File: src/rtl/pipe_stage_ctrl.sv
// pipe_stage_ctrl: sequences the five MIPS pipeline stages (IF/ID/EXE/MEM/WB).
// A four-state FSM (boot, run, memory wait, halt) plus combinational hazard
// handling produces a reset/enable pair for every stage register. The stage
// controls respond in the same cycle as the hazard inputs. State, counters and
// the sticky timeout flag are registered.
module pipe_stage_ctrl #(
  parameter int unsigned BOOT_CYCLES  = 4,  // cycles all stages stay in reset after rst falls (1..15)
  parameter int unsigned MEM_WAIT_MAX = 8   // wait cycles without mem_ack before timeout (1..255)
) (
  input  logic        clk,
  input  logic        rst,
  input  logic        mem_req,
  input  logic        mem_ack,
  input  logic        load_use_hazard,
  input  logic        branch_taken,
  input  logic        debug_en,
  input  logic        debug_step,
  output logic        if_rst,
  output logic        id_rst,
  output logic        exe_rst,
  output logic        mem_rst,
  output logic        wb_rst,
  output logic        if_en,
  output logic        id_en,
  output logic        exe_en,
  output logic        mem_en,
  output logic        wb_en,
  output logic        mem_timeout,
  output logic [15:0] stall_cnt,
  output logic [1:0]  ctrl_state
);

  // The encoding is visible on ctrl_state, so the values are fixed.
  typedef enum logic [1:0] {
    ST_BOOT     = 2'd0,
    ST_RUN      = 2'd1,
    ST_MEM_WAIT = 2'd2,
    ST_HALT     = 2'd3
  } state_t;

  // Per-stage control bundle. Bit order in each vector: [4]=IF [3]=ID
  // [2]=EXE [1]=MEM [0]=WB.
  typedef struct packed {
    logic [4:0] en;
    logic [4:0] rst;
  } stage_ctrl_t;

  localparam int unsigned B_IF  = 4;
  localparam int unsigned B_ID  = 3;
  localparam int unsigned B_EXE = 2;
  localparam int unsigned B_MEM = 1;
  localparam int unsigned B_WB  = 0;

  // Named output patterns.
  localparam stage_ctrl_t CTRL_ALL_RST  = '{en: 5'b00000, rst: 5'b11111};
  localparam stage_ctrl_t CTRL_FREEZE   = '{en: 5'b00000, rst: 5'b00000};
  localparam stage_ctrl_t CTRL_ADVANCE  = '{en: 5'b11111, rst: 5'b00000};
  // Memory stall: everything holds, WB clocks in a bubble so the stalled
  // instruction does not write the register file twice.
  localparam stage_ctrl_t CTRL_MEM_WAIT = '{en: 5'b00001, rst: 5'b00001};
  // Load-use: IF/ID hold, a bubble enters EXE, older instructions drain.
  localparam stage_ctrl_t CTRL_LOAD_USE = '{en: 5'b00111, rst: 5'b00100};
  // Taken branch: everything advances (IF loads the target) but the
  // wrong-path instruction entering ID is squashed.
  localparam stage_ctrl_t CTRL_BRANCH   = '{en: 5'b11111, rst: 5'b01000};

  localparam logic [3:0]  BOOT_LAST  = 4'(BOOT_CYCLES - 1);
  localparam logic [7:0]  WAIT_LAST  = 8'(MEM_WAIT_MAX);
  localparam logic [15:0] STALL_SAT  = 16'hFFFF;

  state_t      r_state;
  state_t      w_next_state;
  logic [3:0]  r_boot_cnt;
  logic [7:0]  r_wait_cnt;
  logic        r_mem_timeout;
  logic [15:0] r_stall_cnt;

  stage_ctrl_t w_issue_ctrl;   // outcome of the hazard rules when memory is not stalling
  logic        w_issue_stall;  // the hazard rules produced a stall cycle
  stage_ctrl_t w_ctrl;         // final stage controls
  logic        w_stall;        // this cycle counts as a stall cycle
  logic        w_wait_start;   // entering MEM_WAIT from RUN
  logic        w_wait_inc;     // another MEM_WAIT cycle without mem_ack
  logic        w_timeout_set;  // wait budget exhausted

  // Hazard resolution shared by RUN and the completing MEM_WAIT cycle:
  // load-use beats branch, so the branch re-evaluates with forwarded data.
  always_comb begin
    // NOTE: every signal written in an always_comb gets a default first;
    // a path that leaves one unassigned would infer a latch.
    w_issue_ctrl  = CTRL_ADVANCE;
    w_issue_stall = 1'b0;
    if (load_use_hazard) begin
      w_issue_ctrl  = CTRL_LOAD_USE;
      w_issue_stall = 1'b1;
    end else if (branch_taken) begin
      w_issue_ctrl  = CTRL_BRANCH;
    end
  end

  // Next-state and stage-control decode; rst overrides the outputs in the
  // same cycle so a mid-operation reset clears the whole pipe immediately.
  always_comb begin
    w_next_state  = r_state;
    w_ctrl        = CTRL_FREEZE;
    w_stall       = 1'b0;
    w_wait_start  = 1'b0;
    w_wait_inc    = 1'b0;
    w_timeout_set = 1'b0;

    unique case (r_state)
      ST_BOOT: begin
        w_ctrl = CTRL_ALL_RST;
        if (r_boot_cnt == BOOT_LAST) begin
          w_next_state = ST_RUN;
        end
      end

      ST_RUN: begin
        if (mem_req && !mem_ack) begin
          w_ctrl       = CTRL_MEM_WAIT;
          w_stall      = 1'b1;
          w_wait_start = 1'b1;
          w_next_state = ST_MEM_WAIT;
        end else if (debug_en && !debug_step) begin
          // Single-step hold: not a hazard, so not counted as a stall.
          w_ctrl = CTRL_FREEZE;
        end else begin
          w_ctrl  = w_issue_ctrl;
          w_stall = w_issue_stall;
        end
      end

      ST_MEM_WAIT: begin
        // Debug is ignored here: an outstanding access must complete.
        if (!mem_ack) begin
          w_ctrl  = CTRL_MEM_WAIT;
          w_stall = 1'b1;
          if (r_wait_cnt == WAIT_LAST) begin
            w_timeout_set = 1'b1;
            w_next_state  = ST_HALT;
          end else begin
            w_wait_inc = 1'b1;
          end
        end else begin
          w_ctrl       = w_issue_ctrl;
          w_stall      = w_issue_stall;
          w_next_state = ST_RUN;
        end
      end

      ST_HALT: begin
        w_ctrl = CTRL_FREEZE;
      end
    endcase

    if (rst) begin
      w_ctrl = CTRL_ALL_RST;
    end
  end

  // FSM state register.
  always_ff @(posedge clk) begin
    // NOTE: sequential state uses non-blocking assignments so every register
    // samples its inputs from before the edge, independent of block order.
    if (rst) begin
      r_state <= ST_BOOT;
    end else begin
      r_state <= w_next_state;
    end
  end

  // Boot counter: counts the reset-hold cycles spent in BOOT.
  always_ff @(posedge clk) begin
    if (rst) begin
      r_boot_cnt <= 4'd0;
    end else if (r_state == ST_BOOT) begin
      r_boot_cnt <= r_boot_cnt + 4'd1;
    end
  end

  // Wait counter: number of stalled memory cycles of the current access,
  // the RUN cycle that first saw the stall included.
  always_ff @(posedge clk) begin
    if (rst) begin
      r_wait_cnt <= 8'd0;
    end else if (w_wait_start) begin
      r_wait_cnt <= 8'd1;
    end else if (w_wait_inc) begin
      r_wait_cnt <= r_wait_cnt + 8'd1;
    end
  end

  // Sticky timeout flag; only rst clears it.
  always_ff @(posedge clk) begin
    if (rst) begin
      r_mem_timeout <= 1'b0;
    end else if (w_timeout_set) begin
      r_mem_timeout <= 1'b1;
    end
  end

  // Saturating stall-cycle counter for performance monitoring.
  always_ff @(posedge clk) begin
    if (rst) begin
      r_stall_cnt <= 16'd0;
    end else if (w_stall && (r_stall_cnt != STALL_SAT)) begin
      r_stall_cnt <= r_stall_cnt + 16'd1;
    end
  end

  assign if_en   = w_ctrl.en[B_IF];
  assign id_en   = w_ctrl.en[B_ID];
  assign exe_en  = w_ctrl.en[B_EXE];
  assign mem_en  = w_ctrl.en[B_MEM];
  assign wb_en   = w_ctrl.en[B_WB];
  assign if_rst  = w_ctrl.rst[B_IF];
  assign id_rst  = w_ctrl.rst[B_ID];
  assign exe_rst = w_ctrl.rst[B_EXE];
  assign mem_rst = w_ctrl.rst[B_MEM];
  assign wb_rst  = w_ctrl.rst[B_WB];

  assign mem_timeout = r_mem_timeout;
  assign stall_cnt   = r_stall_cnt;
  assign ctrl_state  = r_state;

endmodule

File: config.mk
export PLATFORM = sky130hd
export DESIGN_NAME = pipe_stage_ctrl
export DESIGN_NICKNAME = d
export VERILOG_FILES = /design/src/rtl/pipe_stage_ctrl.sv
export SDC_FILE = /design/constraint.sdc
export NUM_CORES = 1
export LEC_CHECK = 0
export CAP_MARGIN = 30
export CORE_ASPECT_RATIO = 0.7
export CORE_MARGIN = 2
export CORE_UTILIZATION = 26
export DETAILED_ROUTE_END_ITERATION = 10
export GPL_TIMING_DRIVEN = 1
export SKIP_LAST_GASP = 1
export SLEW_MARGIN = 20
export SYNTH_ARGS = -nofsm -noshare
export SYNTH_HDL_FRONTEND = slang
export SYNTH_SLANG_ARGS = --single-unit
export TNS_END_PERCENT = 30
File: constraint.sdc
create_clock -name clk -period 1.8 [get_ports clk]
set_input_delay 0.18 -clock clk [delete_from_list [all_inputs] [get_ports clk]]
set_output_delay 0.18 -clock clk [all_outputs]
set_load 0.1 [all_outputs]
==> summary.md, run 1 <==
| Metric | Value |
|---|---|
| Run status | `finished, violations left` |
| Failing checks | `negative setup slack` |
| Fmax | `0.507 GHz` |
| Filler cells | `629` |
| ANT cells | `0` |
| GRT Total Usage | `13.1%` |
| Top post-synthesis cells by area | `dfxtp_1 (36%), ha_1 (6.4%), nor2_1 (5.4%)` |
| Yosys warns | `0` |
| GP Congestion | `0.799` |
| DRT Pass-1 Iters | `4` |
| CP bufs+invs | `5` |
| FF-to-FF setup slack | `-0.08 ns` |
| Mux contribution to synthesized area | `3.08%` |
| Met3 wire len | `245 um` |
| Worst EP arrival | `1.79 ns` |
| Synth-to-layout area growth | `68.6%` |
| Met2 routed WL | `1.89 mm` |
| FF-to-FF End | `stall_cnt[10]` |
| Final Power | `2.01 mW` |
| Smallest hold slack | `0.492 ns` |
| Share of post-route cells with drive strength above 1 | `46.9%` |
| Clock Skew | `0.00545 ns` |
| Die Ht | `72.6 um` |
| Total CTS buffers | `5` |
| H-tree levels | `2` |
| Fin nets | `310` |
| Core ar. | `6370 um^2` |
| Max stage delay cell, worst path | `dfxtp_4` |
| Max-slew headroom | `69.4%` |
| Placed cell area | `2700 um^2` |
| Critical path class | `register to primary output` |
| Worst path most repeated cell | `buf_6` |
| Setup ws final | `-0.173 ns` |
| Share of the synthesized area in the top cell type | `35.5%` |
| CTS root buf | `clkbuf_8` |
| Final Slew Violations | `0` |
| Clk buf depth | `2` |
| Synth Area in Simple Gates | `26.8%` |
| Ports | `37` |
| Total grt overflow | `0` |
| Final Hold Vio Count | `0` |
| Mean cell area of the mapped netlist | `8.49 um^2` |
| Layout Cells excl Fill | `385` |
| Endpoint, Worst Hold | `mem_timeout` |
| Pin count of the biggest net entering global routing | `28` |
| Number of buffers inserted by hold repair at cts | `0` |
| CP cell instances | `inv_4 -> buf_6 -> ha_4 -> nor2_4 -> clkinvlp_4 -> buf_6 -> nor3_4 -> buf_12` |
| Xor and xnor fraction of the mapped netlist area | `6.51%` |
| Yosys top cell by area | `dfxtp_1` |
| Max-cap violations | `0` |
| Seq cells post-synth | `31` |
| Initial Util | `27.5%` |
| Hold Path Class | `register to register` |
| Peak supply drop | `0.306 mV` |
| Area share of fa/ha/maj cells after synthesis | `6.44%` |
| Placed cell count | `372` |
| Reg-to-reg startpoint | `stall_cnt[0]` |
| Crit path depth | `8` |
| Placed wire-length estimate | `3.63 mm` |
| Final worst-path cycle share | `110%` |
| Final min period | `1.97 ns` |
| Post-synth EDFFs | `0` |
| Antenna-violating nets left | `0` |
| CP max stage delay | `0.38 ns` |
| Top-count cell post-synth | `dfxtp_1` |
| Sum of routed wire segments on met1 | `2.45 mm` |
| Leakage | `1.18 nW` |
| Vias | `1774` |
| CP max FO | `3` |
| Mapped cell area | `1750 um^2` |
| DIE WIDTH | `102 um` |
| Synth async-reset ratio | `0%` |
| Power Density | `682 nW/um^2` |
| Register area share after synthesis | `35.5%` |
| DR iter-0 viols | `75` |
| Mapped Cells | `206` |
| Distinct cells, synth | `51` |
| Cell Rows | `24` |
| IO Port Bufs | `36` |
| First-pass GRT wire length | `7.71 mm` |
| Worst hold start | `mem_timeout` |
| Startpoint types | `register` |
| Num Clock Sinks | `31` |
| Syn Nets | `223` |
| Top Family by Delay on Critical Path | `buffers and inverters` |
| Final Instance Area | `2950 um^2` |
| Vias in the first global route | `1654` |
| Largest family of logic cells by synthesized area | `simple AND/OR/NAND/NOR gates` |
| Wire per inst | `12.1 um` |
| Hold-critical path depth | `2` |
| Die area | `7410 um^2` |
| Post-synth top cells | `dfxtp_1 (31), nor2_1 (25), a21oi_1 (16)` |
| Worst-Skew Late Latency | `0.28 ns` |
| Req. time, crit path | `1.62 ns` |
| Worst r2r path cells | `7` |
| Post-Route WL | `4.64 mm` |
| Highest Signal Layer | `met4` |
| RSZ-0062 raised after global routing | `true` |
| Worst-Margin Slew | `0.457 ns` |
| Clock transition at path regs | `0.07 ns` |
| Initial antenna violation count | `0` |
| Vias per std cell | `4.61` |
| Worst Setup End Kind | `primary output` |
| CTS tree | `done` |
| DRC violations left | `0` |
| Most used DFF post-synth | `dfxtp_1` |
| Final setup viols | `18` |
| Complex-gate fraction of the synthesized area | `16.0%` |
[metrics by stage]
stage / TNS (ns) / setup slack (ns) / util (%)
2_1_floorplan: -11.91 / -1.60 / -
3_3_place_gp: -2.31 / -0.207 / 42.4
3_5_place_dp: -2.39 / -0.229 / 42.4
4_1_cts: -2.08 / -0.230 / 45.0
5_1_grt: -3.02 / -0.261 / 46.3
6_report: -1.16 / -0.173 / 46.3
[how the worst max path moves through the flow]
stage / startpoint / endpoint / slack, ns
final: ctrl_state[1] / mem_en / -0.17
after global routing: ctrl_state[0] / mem_en / -0.26
after CTS: ctrl_state[0] / mem_en / -0.23
after detailed placement: mem_ack / stall_cnt[7] / -0.23
after global placement: mem_ack / stall_cnt[7] / -0.21
after floorplan: ctrl_state[1] / if_en / -1.60
[cells in the final DEF (no fill, tap or decap), types with 5 or more instances in the layout]
cell type	count
buf_4	65
nor2_1	23
nand2_1	14
a21oi_1	13
dfxtp_1	13
dfxtp_2	12
buf_12	11
inv_1	9
xor2_1	8
nand3_1	7
o21ai_1	7
clkdlybuf4s50_1	7
nand4_1	6
ha_1	6
dfxtp_4	6
buf_6	6
and3_1	5
or3_1	5
clkbuf_8	5
[layout make-up]
type                    instances  area [um^2]  area share [%]
clock buffers                   5         68.8            2.33
clock inverters                 3         17.5           0.594
inverters                      12         53.8            1.83
multi-input cells             154         1190            40.4
flip-flops and latches         31          658            22.3
well taps                      91          114            3.86
repair buffers                 89          846            28.7
[worst reg2reg max path: stages (launching register included)]
cell and delay, ns:
dfxtp_4 0.34, ha_1 0.16, buf_4 0.12, and4_2 0.26, o211ai_1 0.15, a2111oi_1 0.50
xnor2_1 0.18, nor2_1 0.05
[logic make-up (layout without fill, tap and decap cells)]
family / count (synthesis) / count (layout)
multiplexers: 5 / 5
buffers and inverters: 21 / 109
adder cells (fa/ha/maj): 9 / 9
AND/OR/NAND/NOR: 85 / 85
AO/OA/AOI/OAI: 42 / 42
flip-flops: 31 / 31
XOR/XNOR: 13 / 13
[what timing repair did]
item | CTS | global route
pin swaps | 4 | 9
endpoints found under the setup margin | 25 | 28
resized for setup | 11 | 14
setup buffers | 3 | 2
[routing by layer]
metal / GRT usage (%) / vias to the layer above
met5: 0 / -
met4: 3.56 / 0
met3: 3.54 / 4
met2: 18.8 / 44
met1: 19.1 / 805
li1: - / 921
[sequential cells by signal, summed over array words and instances, names as in the netlist]
name and count:
ctrl_state 2, mem_timeout 1, r_boot_cnt 4, r_wait_cnt 8, stall_cnt 16
[report_power, final]
group,internal (mW),switching (mW),leakage (nW)
registers,0.716,0.0327,0.261
logic,0.314,0.400,0.874
clock network,0.271,0.277,0.0488
total,1.30,0.710,1.18
Note: power is estimated with default switching activity, not from simulation.
==> run 2: changes to the inputs <==
--- a/config.mk
+++ b/config.mk
@@ -5,6 +5,7 @@
 export SDC_FILE = /design/constraint.sdc
 export NUM_CORES = 1
 export LEC_CHECK = 0
+export ABC_CLOCK_PERIOD_IN_PS = 1800
 export CAP_MARGIN = 30
 export CORE_ASPECT_RATIO = 0.7
 export CORE_MARGIN = 2
==> results of run 2 <==
Final layout, timing and power as in run 1 (identical DEF).
